### src/rtl/axi_rd_arbiter.sv
// -----------------------------------------------------------------------------
// axi_rd_arbiter
//   Two-master to one-slave AXI read-channel arbiter. Only one read is in
//   flight at a time. The slave sees at most one outstanding transaction.
//   Simultaneous requests are resolved round-robin against the master that
//   completed the previous read.
//
// Ports
//   clk, rst          : clock and asynchronous active-low reset (0 = reset)
//   m0_* (IFU)        : master 0 AR channel (araddr/arvalid/arready) and
//                       R channel (rdata/rresp/rvalid/rready)
//   m1_* (LSU)        : master 1, same shape as master 0
//   s_*               : slave (memory) AR and R channels
//   busy              : high whenever the FSM is not idle
//   grant_id          : master owning the current or most recent transaction
// -----------------------------------------------------------------------------
module axi_rd_arbiter #(
  parameter int ADDR_W = 32,
  parameter int DATA_W = 32
) (
  input  logic              clk,
  input  logic              rst,

  input  logic [ADDR_W-1:0] m0_araddr,
  input  logic              m0_arvalid,
  output logic              m0_arready,
  output logic [DATA_W-1:0] m0_rdata,
  output logic [1:0]        m0_rresp,
  output logic              m0_rvalid,
  input  logic              m0_rready,

  input  logic [ADDR_W-1:0] m1_araddr,
  input  logic              m1_arvalid,
  output logic              m1_arready,
  output logic [DATA_W-1:0] m1_rdata,
  output logic [1:0]        m1_rresp,
  output logic              m1_rvalid,
  input  logic              m1_rready,

  output logic [ADDR_W-1:0] s_araddr,
  output logic              s_arvalid,
  input  logic              s_arready,
  input  logic [DATA_W-1:0] s_rdata,
  input  logic [1:0]        s_rresp,
  input  logic              s_rvalid,
  output logic              s_rready,

  output logic              busy,
  output logic              grant_id
);

  typedef enum logic [1:0] {
    ST_IDLE = 2'b00,
    ST_ADDR = 2'b01,
    ST_DATA = 2'b10
  } state_t;

  state_t            state_q, state_d;
  logic              last_grant_q, last_grant_d;
  logic              grant_id_q, grant_id_d;
  logic [ADDR_W-1:0] addr_q, addr_d;

  logic              req_any;
  logic              win_id;
  logic              in_idle;
  logic              in_addr;
  logic              in_data;
  logic              fwd_rready;

  assign in_idle = (state_q == ST_IDLE);
  assign in_addr = (state_q == ST_ADDR);
  assign in_data = (state_q == ST_DATA);

  // Round-robin: on a tie the master that did not finish last wins;
  // otherwise the single requester wins.
  assign req_any = m0_arvalid | m1_arvalid;
  assign win_id  = (m0_arvalid && m1_arvalid) ? ~last_grant_q : m1_arvalid;

  // R-channel ready comes straight from the owning master.
  assign fwd_rready = grant_id_q ? m1_rready : m0_rready;

  always_comb begin
    state_d      = state_q;
    last_grant_d = last_grant_q;
    grant_id_d   = grant_id_q;
    addr_d       = addr_q;
    case (state_q)
      ST_IDLE: begin
        if (req_any) begin
          addr_d     = win_id ? m1_araddr : m0_araddr;
          grant_id_d = win_id;
          state_d    = ST_ADDR;
        end
      end
      ST_ADDR: begin
        if (s_arready) state_d = ST_DATA;
      end
      ST_DATA: begin
        if (s_rvalid && fwd_rready) begin
          last_grant_d = grant_id_q;
          state_d      = ST_IDLE;
        end
      end
      // Unreachable encodings recover to idle on the next edge.
      default: state_d = ST_IDLE;
    endcase
  end

  always_ff @(posedge clk or negedge rst) begin
    if (!rst) begin
      state_q      <= ST_IDLE;
      last_grant_q <= 1'b1;
      grant_id_q   <= 1'b0;
      addr_q       <= '0;
    end else begin
      state_q      <= state_d;
      last_grant_q <= last_grant_d;
      grant_id_q   <= grant_id_d;
      addr_q       <= addr_d;
    end
  end

  // AR handshake with the winner is combinational in IDLE; it is masked
  // while reset is held because the idle state is also the reset state.
  assign m0_arready = rst && in_idle && req_any && !win_id;
  assign m1_arready = rst && in_idle && req_any &&  win_id;

  assign s_araddr  = addr_q;
  assign s_arvalid = in_addr;
  assign s_rready  = in_data && fwd_rready;

  assign m0_rvalid = in_data && !grant_id_q && s_rvalid;
  assign m1_rvalid = in_data &&  grant_id_q && s_rvalid;

  // Data and response are broadcast; rvalid alone qualifies them.
  assign m0_rdata = s_rdata;
  assign m1_rdata = s_rdata;
  assign m0_rresp = s_rresp;
  assign m1_rresp = s_rresp;

  assign busy     = !in_idle;
  assign grant_id = grant_id_q;

endmodule

### config.mk
export PLATFORM = sky130hd
export DESIGN_NAME = axi_rd_arbiter
export DESIGN_NICKNAME = d
export VERILOG_FILES = /design/src/rtl/axi_rd_arbiter.sv
export SDC_FILE = /design/constraint.sdc
export NUM_CORES = 1
export LEC_CHECK = 0
export CAP_MARGIN = 20
export CORE_MARGIN = 3
export CORE_UTILIZATION = 35
export DETAILED_ROUTE_END_ITERATION = 8
export GPL_TIMING_DRIVEN = 0
export PLACE_DENSITY = 0.88
export SLEW_MARGIN = 20
export SYNTH_ARGS = -nofsm -noshare
export SYNTH_HDL_FRONTEND = slang
export SYNTH_SLANG_ARGS = --single-unit
### constraint.sdc
create_clock -name clk -period 3 [get_ports clk]
set_input_delay 0.6 -clock clk [delete_from_list [all_inputs] [get_ports clk]]
set_output_delay 0.6 -clock clk [all_outputs]
set_load 0.02 [all_outputs]
==> impl_metrics.json, run 1 <==
{
  "report.final.hold_viol_count": 0,
  "syn_area_um2": 2530,
  "initial_utilization": 0.367,
  "cp_slowest_stage_delay_ns": 0.52,
  "fin_cells": 525,
  "postCtsHoldBufs": 0,
  "firstDrtPassIters": 4,
  "fin_crit_ns": 2.75,
  "grt_antenna_before_repair": 0,
  "ys_dominant_reg_cell": "dfrtp_1",
  "first_global_vias": 2735,
  "worstSetupStartpointType": "primary input",
  "min_period_over_period": 0.918,
  "end_kind": "primary output",
  "place_congestion": 0.820,
  "cap_violations": 0,
  "critical_path_class": "primary input to primary output",
  "grt_pass1_wl_um": 13700,
  "nets": 534,
  "powerDensity_nw_per_um2": 780,
  "arrival_ns": 2.15,
  "drcViolationCount": 0,
  "clock_skew_ns": 0.00428,
  "crit_start": "m1_arvalid",
  "fill_cells": 567,
  "portBuffers": 179,
  "grt_usage": 0.208,
  "vdd_drop_max_mv": 0.277,
  "num_vias": 2460,
  "power.leakage_nw": 1.94,
  "layout_common_cells": "clkdlybuf4s50_1, buf_4, nand2_1, dfrtp_1, a211oi_1",
  "ios": 214,
  "core_area_um2": 6910,
  "rows": 30,
  "tritoncts": "yes",
  "antenna_cells": 0,
  "h-tree-depth": 2,
  "synthCells": 241,
  "worst_ep_required_time_ns": 2.40,
  "dp_hpwl_um": 7240,
  "cts_buffers": 5,
  "avgRoutedWirePerCell_um": 16.7,
  "synth_edf_count": 0,
  "slowest_stage": "clkdlybuf4s50_1",
  "grt_overflow": 0,
  "synth_seq_area_share": 0.356,
  "yosysTopAreaCell": "dfrtp_1",
  "slew_viol_final": 0,
  "rr_worst_depth": 4,
  "drt_iter0_markers": 27,
  "grt_max_degree": 21,
  "postRouteAntennaNets": 0,
  "r2r-end": "s_araddr[27]",
  "dp.cells": 517,
  "critPathTopFamily": "buffers and inverters",
  "cts.clk_slew.worst_paths_ns": 0.08,
  "relSlewSlack": 0.649,
  "area_growth_pct": 81.1,
  "rr_startpoint": "last_grant_q",
  "path_buf_inv": 3,
  "worstPathCellList": "clkdlybuf4s50_1 -> a21boi_4 -> buf_4 -> and3_1 -> dlygate4sd2_1",
  "die_y_um": 91.1,
  "rsz0062_at_grt": "false",
  "ys_types": 28,
  "clockBufferDepth": 2,
  "ff2ff_setup_slack_ns": 1.40,
  "final_util": 0.665,
  "postSynthAreaPerCell_um2": 10.5,
  "die_area_um2": 8300,
  "max_freq_mhz": 363,
  "setup_viol": 0,
  "routed_wl_um": 8790,
  "yosysTopAreaCellShare": 0.346,
  "layout_commonest_cell": "clkdlybuf4s50_1",
  "hold_class": "primary input to asynchronous set/reset pin",
  "ys_async_sr_fraction": 1.00,
  "ys_ff_latch": 36,
  "yosys_warnings": 0,
  "cts_root_buffer": "clkbuf_8",
  "status": "complete, no violations",
  "die_w_um": 91.1,
  "drive_gt1_frac": 0.291,
  "avgViaCountPerCell": 4.69,
  "synth_nets": 347,
  "cts_sinks": 36,
  "synth_area_leaders": "dfrtp_1, buf_4, a2bb2oi_2",
  "worstSkewPairLatency_ns": 0.28,
  "worstMarginPinSlew_ns": 0.526,
  "critPathMaxFanout": 10
}
-- registers in the layout, indices dropped and copies added (netlist names) --
name and flops:
state_q 2, s_araddr 32, last_grant_q 1, grant_id 1
-- final cells by class --
class | count | area (um2) | share of cell area
timing repair buffer | 180 | 1820 | 0.395
tap | 96 | 120 | 0.0262
sequential | 36 | 902 | 0.196
multi-input combinational | 119 | 995 | 0.217
buffer | 84 | 641 | 0.140
inverter | 2 | 7.51 | 0.00163
clock buffer | 5 | 68.8 | 0.0150
clock inverter | 3 | 42.5 | 0.00926
-- per-stage QoR --
stage | hold WS [ns] | total power [mW] | area (um2) | worst slack (ns) | setup TNS [ns]
after global placement | 0.504 | 3.12 | 4450 | -0.897 | -1.78
after global routing | 0.291 | 3.77 | 4590 | 0.164 | 0
after floorplan | 0.304 | 2.28 | 2530 | 1.09 | 0
final | 0.279 | 3.58 | 4590 | 0.246 | 0
after detailed placement | 0.511 | 3.19 | 4470 | -0.163 | -0.163
after CTS | 0.284 | 3.63 | 4590 | 0.0746 | 0
-- worst reg2reg max path: cells and delay by family, from the launching register on --
family / cells / cell delay, ns
buffers and inverters: 1 / 0.44
DFF: 1 / 0.58
AOI/OAI and AO/OA: 2 / 0.36
and+or+nand+nor: 1 / 0.15
-- cell families (layout without fill, tap and decap cells) --
| kind of cell | Yosys count | after routing | share of synthesized area |
|---|---|---|---|
| buffers and inverters | 86 | 274 | 0.255 |
| AO/OA/AOI/OAI | 70 | 70 | 0.295 |
| AND/OR/NAND/NOR | 47 | 47 | 0.0864 |
| flip-flops | 36 | 36 | 0.356 |
| multiplexers | 2 | 2 | 0.00839 |
-- worst max-delay path by stage --
stage	end	slack [ns]	cells past startpoint
3_3_place_gp	m1_arready	-0.90	3
5_1_grt	m1_arready	0.16	5
4_1_cts	m0_arready	0.07	5
3_5_place_dp	m1_arready	-0.16	5
6_report	m1_arready	0.25	5
2_1_floorplan	m1_arready	1.09	3
-- power by group --
part	internal, mW	switching (mW)	total [mW]
clock network	0.246	0.179	0.425
logic	1.24	1.00	2.24
registers	0.731	0.183	0.914
total	2.22	1.36	3.58
-- synth_stat cells (2+ instances only) --
cell type / instances
a2bb2oi_2: 29
nand2_1: 35
nor2_1: 2
nor2b_1: 2
buf_2: 9
buf_12: 3
inv_1: 2
dfrtp_1: 35
a2bb2oi_1: 3
buf_4: 68
a211oi_1: 32
and3_1: 3
clkbuf_1: 3
-- per-layer routing --
metal	up-vias	global-route usage	wire, um
met4	0	0.0616	198
li1	1162	-	-
met2	125	0.375	4600
met3	13	0.0820	740
met5	-	0	0
met1	1160	0.223	3250
-- what timing repair did --
action / 4_1_cts / 5_1_grt
setup endpoints to repair: 1 / 1
resized for setup: 3 / 1
buffers inserted: 0 / 0
Note: power is estimated with default switching activity, not from simulation.
==> run 2: changes to the inputs <==
--- a/config.mk
+++ b/config.mk
@@ -7,10 +7,10 @@
 export LEC_CHECK = 0
 export CAP_MARGIN = 20
 export CORE_MARGIN = 3
-export CORE_UTILIZATION = 35
+export CORE_UTILIZATION = 28
 export DETAILED_ROUTE_END_ITERATION = 8
 export GPL_TIMING_DRIVEN = 0
-export PLACE_DENSITY = 0.88
+export PLACE_DENSITY = 0.73
 export SLEW_MARGIN = 20
 export SYNTH_ARGS = -nofsm -noshare
 export SYNTH_HDL_FRONTEND = slang
==> run 2 against run 1 <==
  * Combinational power barely moved
  * Die area up 23%
  * Sequential share of layout area is essentially flat
  * Non-clock buffer count stayed put
  * Critical path depth stayed put
  * Cell count up 2.1%
  * Routed wire length rose by 0.67%
  * Global-route usage fell by 4.3 points
  * First-iteration DRC count fell by 33%
==> impl_metrics.json, run 2 (synthesis gave the netlist of run 1 again) <==
{
  "h-tree-depth": 2,
  "worstSkewPairLatency_ns": 0.28,
  "status": "complete, no violations",
  "setup_viol": 0,
  "powerDensity_nw_per_um2": 766,
  "vdd_drop_max_mv": 0.221,
  "layout_common_cells": "clkdlybuf4s50_1, buf_4, nand2_1, dfrtp_1, a211oi_1",
  "layout_commonest_cell": "clkdlybuf4s50_1",
  "portBuffers": 179,
  "worst_hold_slack_ns": 0.207,
  "clockBufferDepth": 2,
  "arrival_ns": 2.31,
  "grt_overflow": 0,
  "place_congestion": 0.769,
  "critical_path_class": "primary input to primary output",
  "cts.clk_slew.worst_paths_ns": 0.07,
  "fill_cells": 780,
  "rsz0062_at_grt": "false",
  "grt_pass1_wl_um": 13100,
  "die_y_um": 101,
  "max_freq_mhz": 344,
  "cts_setup_buffers": 0,
  "fin_cells": 536,
  "ff2ff_setup_slack_ns": 1.30,
  "postRouteAntennaNets": 0,
  "postCtsHoldBufs": 0,
  "fin_setup_tns_ns": 0,
  "grt_max_degree": 27,
  "grt_usage": 0.165,
  "rows": 34,
  "first_global_vias": 2499,
  "dp_hpwl_um": 7160,
  "worstSetupStartpointType": "primary input",
  "power.leakage_nw": 1.92,
  "avgRoutedWirePerCell_um": 16.5,
  "area_growth_pct": 80.9,
  "num_vias": 2442,
  "slew_viol_final": 0,
  "firstDrtPassIters": 4,
  "initial_utilization": 0.289,
  "fin_crit_ns": 2.91,
  "antenna_cells": 0,
  "worstMarginPinSlew_ns": 0.614,
  "largest_reg_flops": 32,
  "nets": 534,
  "cap_violations": 0,
  "avgViaCountPerCell": 4.56,
  "routed_wl_um": 8850,
  "cts_buffers": 5,
  "p_total_mw": 3.51,
  "grt_antenna_before_repair": 0,
  "die_area_um2": 10200,
  "worst_ep_required_time_ns": 2.40,
  "cts_sinks": 36,
  "hold_class": "primary input to asynchronous set/reset pin",
  "min_period_over_period": 0.970,
  "cts_resized": 3,
  "report.final.hold_viol_count": 0,
  "core_area_um2": 8760,
  "end_kind": "primary output",
  "clock_skew_ns": 0.00598,
  "drive_gt1_frac": 0.290,
  "die_w_um": 101,
  "ios": 214,
  "dp.cells": 529,
  "critPathMaxFanout": 9,
  "tritoncts": "yes",
  "drcViolationCount": 0,
  "drt_iter0_markers": 18,
  "cts_root_buffer": "clkbuf_8",
  "relSlewSlack": 0.591
}
run 2: cell count changes in the layout (fill, tap and decap cells not counted), sizes merged:
cell	before	now
clkbuf	8	10
bufinv	1	0
clkdlybuf4s50	176	177
clkinv	1	0
clkinvlp	1	0
dlymetal6s2s	1	0
run 2: area by class of cell:
| cell class | count | area [um2] | share of cell area |
|---|---|---|---|
| plain buffers | 84 | 641 | 0.140 |
| flip-flops and latches | 36 | 902 | 0.197 |
| well taps | 108 | 135 | 0.0295 |
| multi-input cells | 119 | 1000 | 0.218 |
| inverters | 2 | 7.51 | 0.00164 |
| clock buffers | 7 | 96.3 | 0.0210 |
| repair buffers | 180 | 1810 | 0.394 |
run 2: per-stage QoR:
step / instance area, um2 / setup slack [ns] / utilization
floorplan: 2530 / 1.09 / -
global placement: 4460 / -0.987 / 0.509
detailed placement: 4480 / -0.206 / 0.511
CTS: 4580 / 0.0582 / 0.523
global route: 4590 / 0.0222 / 0.523
finish: 4590 / 0.0896 / 0.523
run 2: routing by layer:
metal | wire length, um | vias to the layer above | track usage | part of all wire
met5 | 0 | - | 0 | 0
met4 | 56 | 0 | 0.0276 | 0.0063
met3 | 993 | 5 | 0.0696 | 0.11
met2 | 4590 | 128 | 0.302 | 0.52
met1 | 3200 | 1149 | 0.180 | 0.36
li1 | - | 1160 | - | -
run 2: path summary, 6_finish.rpt:
check                           cells past startpoint      endpoint    startpoint
worst min-delay path                                1  s_araddr[16]           rst
worst max register to register                      4  s_araddr[29]  last_grant_q
max in group asynchronous                           2  last_grant_q           rst
worst min register to register                      1  s_araddr[15]  s_araddr[15]
worst max-delay path                                5    m0_arready    m0_arvalid
min in group clk                                    1  s_araddr[15]  s_araddr[15]
run 2: critical path: stages:
cell and delay (ns):
clkdlybuf4s50_1 0.59, nor2_4 0.10, nor2_8 0.21, and3_1 0.18, clkdlybuf4s50_1 0.62
run 2: power breakdown:
group | total, mW | switching [mW] | internal, mW
sequential | 0.909 | 0.178 | 0.731
clock | 0.372 | 0.167 | 0.205
combinational | 2.23 | 0.990 | 1.24
total | 3.51 | 1.34 | 2.18
==> run 3: changes to the inputs <==
--- a/config.mk
+++ b/config.mk
@@ -9,6 +9,7 @@
 export CORE_MARGIN = 3
 export CORE_UTILIZATION = 28
 export DETAILED_ROUTE_END_ITERATION = 8
+export GPL_ROUTABILITY_DRIVEN = 0
 export GPL_TIMING_DRIVEN = 0
 export PLACE_DENSITY = 0.73
 export SLEW_MARGIN = 20
==> results of run 3 <==
Same layout as run 2: the final DEF is identical, and so are final timing and power.
